$ cat src/rtl/ysyx_24090003_ifu_prefetch.sv
// Instruction prefetch unit: issues one fetch at a time to instruction memory,
// buffers returned instructions with their PCs in a small FIFO for decode,
// and discards in-flight responses when EX redirects the fetch stream.
module ysyx_24090003_ifu_prefetch #(
   parameter int             XLEN     = 32,
   parameter int             ILEN     = 32,
   parameter int             DEPTH    = 4,
   parameter logic [XLEN-1:0] RESET_PC = XLEN'(32'h80000000)
) (
   input  logic            cpu_clk,
   input  logic            cpu_rs,
   output logic            imem_req_valid,
   input  logic            imem_req_ready,
   output logic [XLEN-1:0] imem_req_addr,
   input  logic            imem_rsp_valid,
   input  logic [ILEN-1:0] imem_rsp_data,
   input  logic            redirect_valid,
   input  logic [XLEN-1:0] redirect_pc,
   output logic            out_valid,
   input  logic            out_ready,
   output logic [XLEN-1:0] out_pc,
   output logic [ILEN-1:0] out_inst
);

   localparam int AW = (DEPTH > 1) ? $clog2(DEPTH) : 1;
   localparam int CW = AW + 1;

   typedef enum logic [1:0] {S_REQ, S_WAIT, S_FLUSH} state_e;

   state_e          state_q;
   logic [XLEN-1:0] fetch_pc_q, fetch_pc_d;
   logic [XLEN-1:0] req_pc_q;
   logic [AW-1:0]   wr_ptr_q, rd_ptr_q;
   logic [CW-1:0]   count_q, count_d;
   logic [XLEN-1:0] pc_mem   [DEPTH];
   logic [ILEN-1:0] inst_mem [DEPTH];

   logic accept, push, pop;
   logic unused_lsb;

   // Redirect targets are word aligned; the low bits are dropped.
   assign unused_lsb = ^redirect_pc[1:0];

   // A request is only offered while a FIFO slot is free, so every response has room.
   assign imem_req_valid = !cpu_rs && (state_q == S_REQ) && (count_q < CW'(DEPTH));
   assign imem_req_addr  = fetch_pc_q;
   assign accept         = imem_req_valid & imem_req_ready;
   assign push           = (state_q == S_WAIT) && imem_rsp_valid && !redirect_valid;
   assign pop            = out_valid && out_ready && !redirect_valid;

   assign out_valid = (count_q != '0);
   assign out_pc    = out_valid ? pc_mem[rd_ptr_q]   : '0;
   assign out_inst  = out_valid ? inst_mem[rd_ptr_q] : '0;

   // Next fetch PC: redirect wins over sequential advance.
   always_comb begin
      fetch_pc_d = fetch_pc_q;
      if (redirect_valid)
         fetch_pc_d = {redirect_pc[XLEN-1:2], 2'b00};
      else if (accept)
         fetch_pc_d = fetch_pc_q + XLEN'(4);
   end

   // Fetch FSM: one outstanding request; a redirected request drains through S_FLUSH.
   always_ff @(posedge cpu_clk or posedge cpu_rs) begin
      if (cpu_rs) begin
         state_q    <= S_REQ;
         fetch_pc_q <= RESET_PC;
         req_pc_q   <= '0;
      end else begin
         fetch_pc_q <= fetch_pc_d;
         case (state_q)
            S_REQ: begin
               if (accept) begin
                  req_pc_q <= fetch_pc_q;
                  state_q  <= redirect_valid ? S_FLUSH : S_WAIT;
               end
            end
            S_WAIT: begin
               if (imem_rsp_valid)      state_q <= S_REQ;
               else if (redirect_valid) state_q <= S_FLUSH;
            end
            S_FLUSH: begin
               if (imem_rsp_valid) state_q <= S_REQ;
            end
            default: state_q <= S_REQ;
         endcase
      end
   end

   // Occupancy: simultaneous push and pop leave the count unchanged.
   always_comb begin
      count_d = count_q + CW'(push) - CW'(pop);
   end

   // FIFO pointers and count; redirect empties the buffer.
   always_ff @(posedge cpu_clk or posedge cpu_rs) begin
      if (cpu_rs) begin
         wr_ptr_q <= '0;
         rd_ptr_q <= '0;
         count_q  <= '0;
      end else if (redirect_valid) begin
         wr_ptr_q <= '0;
         rd_ptr_q <= '0;
         count_q  <= '0;
      end else begin
         if (push) wr_ptr_q <= wr_ptr_q + AW'(1);
         if (pop)  rd_ptr_q <= rd_ptr_q + AW'(1);
         count_q <= count_d;
      end
   end

   // Entry storage; contents are only observed while counted as valid.
   always_ff @(posedge cpu_clk) begin
      if (push) begin
         pc_mem[wr_ptr_q]   <= req_pc_q;
         inst_mem[wr_ptr_q] <= imem_rsp_data;
      end
   end

endmodule

$ cat config.mk
export PLATFORM = sky130hd
export DESIGN_NAME = ysyx_24090003_ifu_prefetch
export DESIGN_NICKNAME = d
export VERILOG_FILES = /design/src/rtl/ysyx_24090003_ifu_prefetch.sv
export SDC_FILE = /design/constraint.sdc
export NUM_CORES = 1
export LEC_CHECK = 0
export ABC_AREA = 1
export BUFFER_PORTS_ARGS = -buffer_cell sky130_fd_sc_hd__buf_4
export CAP_MARGIN = 10
export CORE_UTILIZATION = 30
export DETAILED_ROUTE_END_ITERATION = 7
export SLEW_MARGIN = 20
export SYNTH_ARGS = -nofsm -noshare
export SYNTH_HDL_FRONTEND = slang
export SYNTH_SLANG_ARGS = --single-unit
export TNS_END_PERCENT = 20
$ cat constraint.sdc
create_clock -name cpu_clk -period 4.36 [get_ports cpu_clk]
set_input_delay 0.872 -clock cpu_clk [delete_from_list [all_inputs] [get_ports cpu_clk]]
set_output_delay 0.872 -clock cpu_clk [all_outputs]
set_load 0.05 [all_outputs]
==> run summary <==
The slowest stage of the critical path belongs to the cell dfrtp_4. By area, the combinational part of the netlist is dominated by simple AND/OR/NAND/NOR gates. The initial core utilization is 30.4%.

The minimum setup slack after placement is 1290 ps. The share of the synthesized area in compound gates (AO/OA/AOI/OAI) came out at 9.78%. The adder and majority gate portion of the synthesized area came out at 0.803%. The maximum number of pins on one net before global-route repair came out at 64. The overall global routing resource usage is 14.5%. Yosys instantiated no cell more often than nor2_1. The number of placement rows came out at 77. The flow ran to the end, and the final reports show no timing, DRC or antenna violations. The floorplan step set the die width to 213 um. The number of setup violations in the final report came out at 0. The critical path data arrival time came out at 2740 ps.

The worst vdd rail ir drop is 0.272 mV. The critical path goes through clkinv_2, buf_12, o21ai_0, a21oi_1, buf_4. The largest total area in the synthesized netlist belongs to edfxtp_1. The final HPWL from detailed placement came out at 20200 um. From synthesis to final layout, the design area changed by 23.6%. Along the worst path, the maximum fanout reaches 59. The flip-flop cell with the highest count after synthesis is edfxtp_1. The async set or reset register ratio after synthesis came out at 21.8%. In this run the worst hold path is classified as primary input to async pin. The count of unresolved DRC violations after routing is 0. The net count of the finished layout is 1496. Dividing the detail-routed via count by the number of cells gives 4.56. Counting instances in the post-synthesis netlist gives the leading cell types as nor2_1, edfxtp_1, o21ai_0, nand2_1, inv_1. The core area came out at 44100 um2. The number of flip-flops and latches in the synthesized netlist is 317. The number of buffers inserted by hold repair at cts came out at 0.

The final route contains 9295 vias. The area of the mapped netlist is 13400 um2. The worst-case headroom to the max-slew limit is 41.3%.

The repair_antennas step left the layout with diodes totalling 0. The aggregate routed wire length came out at 33000 um. The clock latency reported for the late side of the worst-skew pair came out at 550 ps. The clock passes through at most 3 buffers.

The critical path in this run is classified as register to output pin. The overall die area is 45500 um2. The share of final-layout standard cells stronger than drive strength 1 came out at 18.1%. The slew at the pin with the worst max-slew slack is 881 ps. The number of detailed-routing iterations run before antenna repair is 5. The total of buffers placed on input and output ports is 161.

Grouping stages by cell kind, the critical path spends the most delay in buffers and inverters. The number of buffers created by CTS is 37. The static leakage came out at 6.40 nW.

After synthesis, the cell types taking the most area are edfxtp_1, dfrtp_1, nor2_1. The number of instances resized during post-cts repair came out at 0. Setup repair after global routing left no endpoint under its margin. Summing the areas of all xor and xnor instances in the mapped netlist gives 0.262% of the synthesized area. The share of synthesized area in the top cell type comes to 55.6%.

The post-synthesis share of cell area spent on and, or, nand and nor gates came out at 16.1%. Synthesis instantiated 38 different standard cells from the library. The largest stage delay on the critical path came out at 640 ps. The residual overflow from global routing came out at 0.

The detailed router finished its first iteration with 594 violations. The number of failing hold endpoints at the final stage is 0. STA classifies the critical path endpoint as an output pin.

The first-pass GRT wire length came out at 50300 um. TritonCTS built the clock tree. The worst setup margin came out at 748 ps. The H-tree generated during clock tree synthesis spans 2 levels. The cell chosen for the clock root is clkbuf_16. Max-cap violations in this run came to 0.

Multiplexer cells account for 0% of the synthesized area. The via count of the first global-routing pass came out at 9012. The number of synthesized flops with an enable pin came out at 248. The final period utilization is 82.9%. In the final layout, the multi-input gates occupy 3660 um2. The final non-filler cell total is 2037. After synthesis, the mean cell area works out to 10.6 um2. The placer's final routability congestion estimate is 0.862. During synthesis, Yosys emitted a total of 0 warnings. The final antenna-violating net count came out at 0. After detailed routing, the average wire length per cell comes to 16.2 um. The ratio of total power to cell area is 648 nW/um2. The initial antenna violation count came out at 0. On the final layout, the worst clock skew is 18.0 ps. Synthesis produced 1263 cells. The I/O pin count came out at 168. The sequential cell area fraction in the yosys report came out at 68.5%.

The utilization after layout came out at 37.5%. The design draws 10.7 mW. Clock-pin slew was measured on the worst setup and hold paths at 50 ps. The vertical die dimension came out at 213 um. The count of fill cells added during filler insertion is 4354.

The post-route minimum period came out at 3610 ps. The count of buffers added by post-CTS timing repair for setup came out at 0. For the worst setup path, the data required time is 3490 ps. Registers take 9180 um2.

The sink count of the clock tree came out at 317. Counting tap cells, the placed design contains a total of 1971 instances. The sum of buffers and inverters on the critical path came out at 3.

The startpoint kind of the worst setup timing path is a register. The count of pins over their slew limit is 0. Based on the critical path, the design can be clocked at up to 0.277 GHz.
state kept, by name (all words and copies together), names as in the netlist:
signal,flops
count_q,3
imem_req_addr,30
inst_mem,128
pc_mem,120
rd_ptr_q,2
req_pc_q,30
state_q,2
wr_ptr_q,2
path summary, 6_finish.rpt:
kind	from	end	slack [ps]	depth (start not counted)
min in group cpu_clk	req_pc_q[13]$_DFFE_PP0P_	pc_mem[1][13]$_DFFE_PP_	520	0
min	cpu_rs	count_q[2]$_DFF_PP0_	490	2
min reg2reg	req_pc_q[13]$_DFFE_PP0P_	pc_mem[1][13]$_DFFE_PP_	520	0
max reg2reg	count_q[2]$_DFF_PP0_	count_q[2]$_DFF_PP0_	1710	13
max in group asynchronous	cpu_rs	imem_req_addr[31]$_DFFE_PP1N_	3020	3
max	rd_ptr_q[0]$_DFFE_PP0P_	out_inst[12]	750	5
area by class of cell:
type / instances / area share [%]
timing repair buffer: 177 / 8.55
multi-input combinational: 809 / 22.1
tap: 592 / 4.47
sequential: 317 / 55.4
clock inverter: 25 / 1.87
inverter: 76 / 1.76
clock buffer: 41 / 5.81
report_power, final:
group	switching, mW	internal (mW)	total (mW)
combinational	2.60	0.947	3.55
sequential	0.345	3.65	3.99
clock	1.23	1.96	3.19
kinds of logic after synthesis:
kind of cell               count (synthesis)
DFF                                      317
xor gates and xnor gates                   4
other                                      1
adders and majority gates                  8
AOI/OAI and AO/OA                        257
buffers and inverters                    140
and+or+nand+nor                          536
metal layers:
metal | vias to the layer above | share of wire, % | routed length (um) | global-route usage [%]
met2 | 206 | 47 | 15500 | 24.0
li1 | 4585 | - | - | -
met5 | - | 0 | 0 | 0
met1 | 4441 | 45 | 14800 | 18.4
met4 | 0 | 3.0 | 1000 | 5.84
met3 | 63 | 5.1 | 1690 | 2.94
worst reg2reg max path, delay by kind of cell (launching register included):
kind	cells	cell delay, ps
buffers and inverters	4	280
DFF	1	410
and+or+nand+nor	6	1080
adders and majority gates	3	820
metrics by stage:
stage	instance area [um2]	hold WS, ps	setup TNS (ps)
after floorplan	13400	476	-2980
after global placement	15300	492	0
after detailed placement	15300	509	0
after CTS	16600	490	0
after global routing	16600	504	0
final	16600	486	0
cell usage in the layout, fill, tap and decap left out, types with 2 or more instances in the layout:
cell type and count:
ha_1 7, buf_4 170, nor2_1 289, dfrtp_1 66, nand4_1 2, nor2_2 4
clkinv_1 7, edfxtp_1 248, a21oi_1 67, nor3_1 2, nand2_2 3, bufinv_16 6
clkbuf_1 3, inv_1 70, buf_12 7, o21bai_1 3, clkinv_8 2, o21ai_0 182
nand3_1 49, nand2_1 174, nand2_4 2, clkbuf_16 38, conb_1 4, xor2_1 3
clkinv_2 12, nor2_4 8
(Power assumes the default switching activity.)
